==> config.mk <==
export PLATFORM = sky130hd
export DESIGN_NAME = rr_arb8_decode_ctrl
export DESIGN_NICKNAME = d
export VERILOG_FILES = /design/src/rtl/rr_arb8_pkg.sv /design/src/rtl/rr_arb8_decode_ctrl_pick.sv /design/src/rtl/rr_arb8_decode_ctrl.sv
export SDC_FILE = /design/constraint.sdc
export NUM_CORES = 1
export LEC_CHECK = 0
export CORE_UTILIZATION = 31
export DETAILED_ROUTE_END_ITERATION = 8
export GPL_TIMING_DRIVEN = 0
export SLEW_MARGIN = 15
export SYNTH_ARGS = -nofsm -noshare
export SYNTH_HDL_FRONTEND = slang
export SYNTH_SLANG_ARGS = --single-unit
export TNS_END_PERCENT = 10
==> constraint.sdc <==
create_clock -name clk -period 3.75 [get_ports clk]
set_input_delay 0.75 -clock clk [delete_from_list [all_inputs] [get_ports clk]]
set_output_delay 0.75 -clock clk [all_outputs]
set_load 0.005 [all_outputs]
==> src/rtl/rr_arb8_pkg.sv <==
// Shared types and constants for the 8-way round-robin decoder arbiter.
package rr_arb8_pkg;

    localparam int unsigned N_REQ = 8;
    localparam int unsigned IDX_W = 3;

    typedef enum logic {
        IDLE = 1'b0,
        BUSY = 1'b1
    } state_t;

    typedef logic [IDX_W-1:0] idx_t;

    // One-hot vector with bit idx set.
    function automatic logic [N_REQ-1:0] idx_to_onehot(input idx_t idx);
        logic [N_REQ-1:0] v;
        v      = '0;
        v[idx] = 1'b1;
        return v;
    endfunction

endpackage

==> src/rtl/rr_arb8_decode_ctrl_pick.sv <==
// rr_pick8: combinational circular priority picker. Scans requesters
// starting just after last_ptr_i and wrapping, so the previous owner
// is considered last.
module rr_pick8
    import rr_arb8_pkg::*;
(
    input  logic [N_REQ-1:0] req_i,
    input  idx_t             last_ptr_i,
    output logic             any_o,
    output idx_t             winner_o
);

    // First set request bit in circular order after last_ptr_i.
    always_comb begin
        any_o    = 1'b0;
        winner_o = '0;
        for (int unsigned k = 0; k < N_REQ; k++) begin
            idx_t cand;
            cand = last_ptr_i + idx_t'(k + 1);
            if (!any_o && req_i[cand]) begin
                any_o    = 1'b1;
                winner_o = cand;
            end
        end
    end

endmodule

==> src/rtl/rr_arb8_decode_ctrl.sv <==
// rr_arb8_decode_ctrl: round-robin arbiter sharing one 3-to-8 decoder
// (select + active-low enable) among 8 requesters. A grant is held until
// the owner raises done; one decoder-disabled cycle separates owners.
// Optional forced release after TIMEOUT_CYCLES busy cycles is enabled by
// defining the macro RR_ARB8_TIMEOUT_EN.
module rr_arb8_decode_ctrl
    import rr_arb8_pkg::*;
#(
    parameter int unsigned TIMEOUT_CYCLES = 16,
    parameter int unsigned CNT_W          = 5
) (
    input  logic             clk,
    input  logic             rst_n,
    input  logic [N_REQ-1:0] req,
    input  logic             done,
    output logic [IDX_W-1:0] sel,
    output logic             en_n,
    output logic [N_REQ-1:0] grant,
    output logic             timeout_o
);

    state_t           state_q, state_d;
    idx_t             sel_q, sel_d;
    logic             en_n_q, en_n_d;
    logic [N_REQ-1:0] grant_q, grant_d;
    idx_t             last_q, last_d;
    logic             pick_any;
    idx_t             pick_idx;

`ifdef RR_ARB8_TIMEOUT_EN
    logic [CNT_W-1:0] cnt_q, cnt_d;
    logic             timeout_q, timeout_d;
`endif

    rr_pick8 u_pick (
        .req_i      (req),
        .last_ptr_i (last_q),
        .any_o      (pick_any),
        .winner_o   (pick_idx)
    );

    // Next-state and registered-output values for the IDLE/BUSY FSM.
    always_comb begin
        state_d = state_q;
        sel_d   = sel_q;
        en_n_d  = en_n_q;
        grant_d = grant_q;
        last_d  = last_q;
`ifdef RR_ARB8_TIMEOUT_EN
        cnt_d     = cnt_q;
        timeout_d = 1'b0;
`endif
        case (state_q)
            IDLE: begin
                en_n_d  = 1'b1;
                grant_d = '0;
                if (pick_any) begin
                    state_d = BUSY;
                    sel_d   = pick_idx;
                    en_n_d  = 1'b0;
                    grant_d = idx_to_onehot(pick_idx);
`ifdef RR_ARB8_TIMEOUT_EN
                    cnt_d   = '0;
`endif
                end
            end
            BUSY: begin
                if (done) begin
                    state_d = IDLE;
                    en_n_d  = 1'b1;
                    grant_d = '0;
                    last_d  = sel_q;
                end
`ifdef RR_ARB8_TIMEOUT_EN
                // done has priority; timeout fires only on the last allowed busy cycle.
                else if (cnt_q == CNT_W'(TIMEOUT_CYCLES - 1)) begin
                    state_d   = IDLE;
                    en_n_d    = 1'b1;
                    grant_d   = '0;
                    last_d    = sel_q;
                    timeout_d = 1'b1;
                end else begin
                    cnt_d = cnt_q + 1'b1;
                end
`endif
            end
            default: begin
                state_d = IDLE;
                en_n_d  = 1'b1;
                grant_d = '0;
            end
        endcase
    end

    // State and output registers with synchronous active-low reset.
    always_ff @(posedge clk) begin
        if (!rst_n) begin
            state_q <= IDLE;
            sel_q   <= '0;
            en_n_q  <= 1'b1;
            grant_q <= '0;
            last_q  <= idx_t'(N_REQ - 1);
        end else begin
            state_q <= state_d;
            sel_q   <= sel_d;
            en_n_q  <= en_n_d;
            grant_q <= grant_d;
            last_q  <= last_d;
        end
    end

`ifdef RR_ARB8_TIMEOUT_EN
    // Busy-cycle counter and one-cycle forced-release pulse.
    always_ff @(posedge clk) begin
        if (!rst_n) begin
            cnt_q     <= '0;
            timeout_q <= 1'b0;
        end else begin
            cnt_q     <= cnt_d;
            timeout_q <= timeout_d;
        end
    end

    assign timeout_o = timeout_q;
`else
    assign timeout_o = 1'b0;
`endif

    assign sel   = sel_q;
    assign en_n  = en_n_q;
    assign grant = grant_q;

    // Output consistency and parameter sanity checks.
    always_ff @(posedge clk) begin
        if (rst_n) begin
            assert ((TIMEOUT_CYCLES >= 1) && (TIMEOUT_CYCLES < (1 << CNT_W)));
            assert ((grant_q == '0) == en_n_q);
            assert (en_n_q || $onehot(grant_q));
            assert (grant_q[sel_q] == ~en_n_q);
        end
    end

endmodule

==> results.sh <==
export IMPL_timing_final_crit_share_pct=96.1
export IMPL_clock_sinks=16
export IMPL_synth_edf_count=0
export IMPL_rsz0062_at_grt="false"
export IMPL_yosys_warnings=0
export IMPL_path_common_cell="buf_6"
export IMPL_synth_seq_cells=16
export IMPL_fin_tns_setup_ns=0
export IMPL_power_total_mw=0.743
export IMPL_ir_drop_uv=111
export IMPL_p_leak_nw=0.732
export IMPL_seqCellArea_um2=322
export IMPL_hold_viol_final=0
export IMPL_crit_path_end="grant[3]"
export IMPL_start_util_pct=32.3
export IMPL_clk_pin_slew_ns=0.06
export IMPL_synthFlopType="dfxtp_1"
export IMPL_rr_worst_depth=11
export IMPL_max_stage_delay_ns=0.57
export IMPL_dieArea_um2=5650
export IMPL_synthToLayoutAreaGrowth_pct=24.0
export IMPL_crit_fanout=10
export IMPL_drv_cap=0
export IMPL_ys_top_cells_by_area="dfxtp_1, mux4_2, mux2_2"
export IMPL_grt_use_total_pct=15.6
export IMPL_multi_input_area_um2=1280
export IMPL_path_class="flop to flop"
export IMPL_fin_worst_skew_ns=0.00117
export IMPL_grt_ovfl_total=0
export IMPL_ant_nets=0
export IMPL_required_ns=3.92
export IMPL_clk_latency_ns=0.25
export IMPL_max_slew_margin_pct=60.3
export IMPL_fin_nets=236
export IMPL_root_buffer="clkbuf_8"
export IMPL_p_per_area_nw_per_um2=361
export IMPL_numPortBuffers=22
export IMPL_ios=24
export IMPL_synth_cell_types=54
export IMPL_rows=26
export IMPL_async_flop_share_pct=0
export IMPL_yosysTopAreaCell="dfxtp_1"
export IMPL_synth_seq_area_share_pct=19.3
export IMPL_die_w_um=75.2
export IMPL_post_dp_hpwl_um=3280
export IMPL_drc_errors=0
export IMPL_fill_cells=546
export IMPL_worst_setup_path_end_kind="flop"
export IMPL_start_kind="flop"
export IMPL_drtIter0Drc=99
export IMPL_synth_top_area_share_pct=19.3
export IMPL_reg2reg_from="last_q[0]"
export IMPL_outcome="completed"
export IMPL_post_route_min_period_ns=3.60
export IMPL_setup_viol=0
export IMPL_fmax_mhz=278
export IMPL_fin_cells=292
export IMPL_drive_gt1_share_pct=21.2
export IMPL_numCtsBuffers=3
export IMPL_slowest_stage="or4b_1"
export IMPL_grt_pass1_wl_um=6800
export IMPL_tightest_slew_ns=0.593
export IMPL_min_path_type="flop to flop"
export IMPL_synthesis_nets=210
export IMPL_wl_per_cell_um=14.4
export IMPL_routabilityCongestion=0.803
export IMPL_wl_um=4210
export IMPL_grt_max_degree=20
export IMPL_die_h_um=75.2
export IMPL_core_region_area_um2=5140
export IMPL_dp_cells=289
export IMPL_worstSetupStartpoint="last_q[0]"
export IMPL_first_pass_iters=5
export IMPL_path_cells="buf_6 > inv_2 > ha_2 > buf_6 > mux2_4 > mux4_2 > or4b_1 > o211ai_1 > a22oi_1 > or2_4 > o31ai_2"
export IMPL_cts_tree="built"
export IMPL_r2r_end="grant[3]"
export IMPL_final_max_slew_viol_count=0
export IMPL_synthCells=197
export IMPL_n_antenna_cell=0
export IMPL_synth_cell_area_um2=1660
export IMPL_antenna_found_initial=0
export IMPL_avgSynthCellArea_um2=8.43
export IMPL_reg2reg_slack_ns=0.15
export IMPL_worstPathArrival_ns=3.77
export IMPL_vias_per_cell=5.41
export IMPL_grt_pass1_vias=1431
export IMPL_h_tree_depth=1
export IMPL_clockBufferDepth=2
export IMPL_num_vias=1581
-- synth_stat cells (2+ instances only) --
cell and n:
a211oi_1 3, nand3_1 12, a221oi_1 2, clkbuf_1 2
ha_1 2, xor2_1 2, nor3_1 5, a21oi_1 7
o31ai_2 2, o31ai_1 7, a22oi_1 2, xnor2_1 3
buf_2 2, nor4_1 2, a211oi_2 2, o221ai_1 2
nor2_1 13, dfxtp_1 16, o211ai_1 2, and2_1 2
mux2_2 11, nor2b_1 4, nand2b_1 8, inv_1 7
o21ai_0 10, mux2i_1 7, mux2_4 2, mux4_2 8
buf_6 3, nand2_1 23
-- layout make-up --
| cell class | count | share of cell area [%] |
|---|---|---|
| buffer | 8 | 3.22 |
| clock buffer | 4 | 2.67 |
| inverter | 8 | 1.46 |
| multi-input combinational | 164 | 62.1 |
| sequential | 16 | 15.6 |
| tap | 70 | 4.26 |
| timing repair buffer | 22 | 10.7 |
-- worst min path at each step --
| stage | startpoint | to | cells after the start |
|---|---|---|---|
| finish | grant[0] | grant[0] | 2 |
| global route | grant[2] | grant[2] | 2 |
| CTS | grant[0] | grant[0] | 2 |
| detailed placement | grant[0] | grant[0] | 2 |
| global placement | grant[5] | grant[5] | 2 |
| floorplan | grant[0] | grant[0] | 2 |
-- per-layer routing --
| layer | part of all wire [%] | up-vias | GRT usage (%) |
|---|---|---|---|
| li1 | - | 792 | - |
| met1 | 49 | 771 | 21.0 |
| met2 | 49 | 16 | 26.7 |
| met3 | 2.3 | 2 | 3.35 |
| met4 | 0.17 | 0 | 1.85 |
| met5 | 0 | - | 0 |
-- power by group --
| group | internal (mW) | switching, mW |
|---|---|---|
| clock | 0.0931 | 0.0578 |
| combinational | 0.178 | 0.207 |
| sequential | 0.192 | 0.0157 |
| total | 0.462 | 0.281 |
-- critical path: cells and delay by family (launching register included) --
family,cells,cell delay (ns)
AND/OR/NAND/NOR,2,0.87
flip-flops,1,0.43
AO/OA/AOI/OAI,3,0.51
adder cells (fa/ha/maj),1,0.38
buffers and inverters,3,0.48
multiplexers,2,0.86
-- sequential cells by signal (all words and copies together) (netlist names) --
register and cells:
en_n 1, grant 8, last_q 3, sel 3, state_q 1
-- layout by cell type (no fill, tap or decap), drive strengths merged, types with 2 or more instances in the layout --
master | Yosys | final
and2 | 2 | 2
o221ai | 2 | 2
ha | 2 | 2
mux4 | 8 | 8
inv | 8 | 8
nor3 | 6 | 6
o21ai | 11 | 11
a21oi | 7 | 7
a22oi | 2 | 2
mux2 | 13 | 13
a211oi | 5 | 5
a31o | 2 | 2
nor4 | 2 | 2
buf | 7 | 6
clkdlybuf4s50 | 0 | 22
nand2 | 23 | 23
o31ai | 9 | 9
clkbuf | 2 | 6
nor2b | 4 | 4
nand2b | 8 | 8
o211ai | 2 | 2
a221oi | 2 | 2
dfxtp | 16 | 16
xor2 | 2 | 2
nand3 | 12 | 12
xnor2 | 3 | 3
nor2 | 14 | 14
mux2i | 8 | 8
-- stage by stage --
step | setup slack [ns] | utilization [%] | area, um^2 | hold slack (ns)
final | 0.146 | 40.0 | 2060 | 0.451
after global routing | 0.00139 | 40.0 | 2060 | 0.492
after CTS | 0.0207 | 39.3 | 2020 | 0.457
after detailed placement | -0.172 | 38.3 | 1970 | 0.444
after global placement | -0.167 | 38.3 | 1970 | 0.438
after floorplan | 0.277 | - | 1660 | 0.449
-- cells by family (layout without fill, tap and decap cells) --
family          after synthesis  count (layout)  synth area share [%]
compound gates               49              49                  21.6
xor+xnor                      5               5                  2.64
fa+ha+maj                     2               2                  1.51
buf+inv                      17              42                  5.58
flops                        16              16                  19.3
mux                          29              29                  25.7
other cells                   1               1                 0.226
simple gates                 78              78                  23.5
-- what timing repair did --
| item | in CTS | in global routing |
|---|---|---|
| setup buffers | 0 | 0 |
| pin swaps | 0 | 0 |
| gates resized for setup | 1 | 8 |
| hold buffers | 0 | 0 |
| endpoints found under the setup margin | 13 | 13 |
No activity file was read; power rests on OpenSTA's default activity.
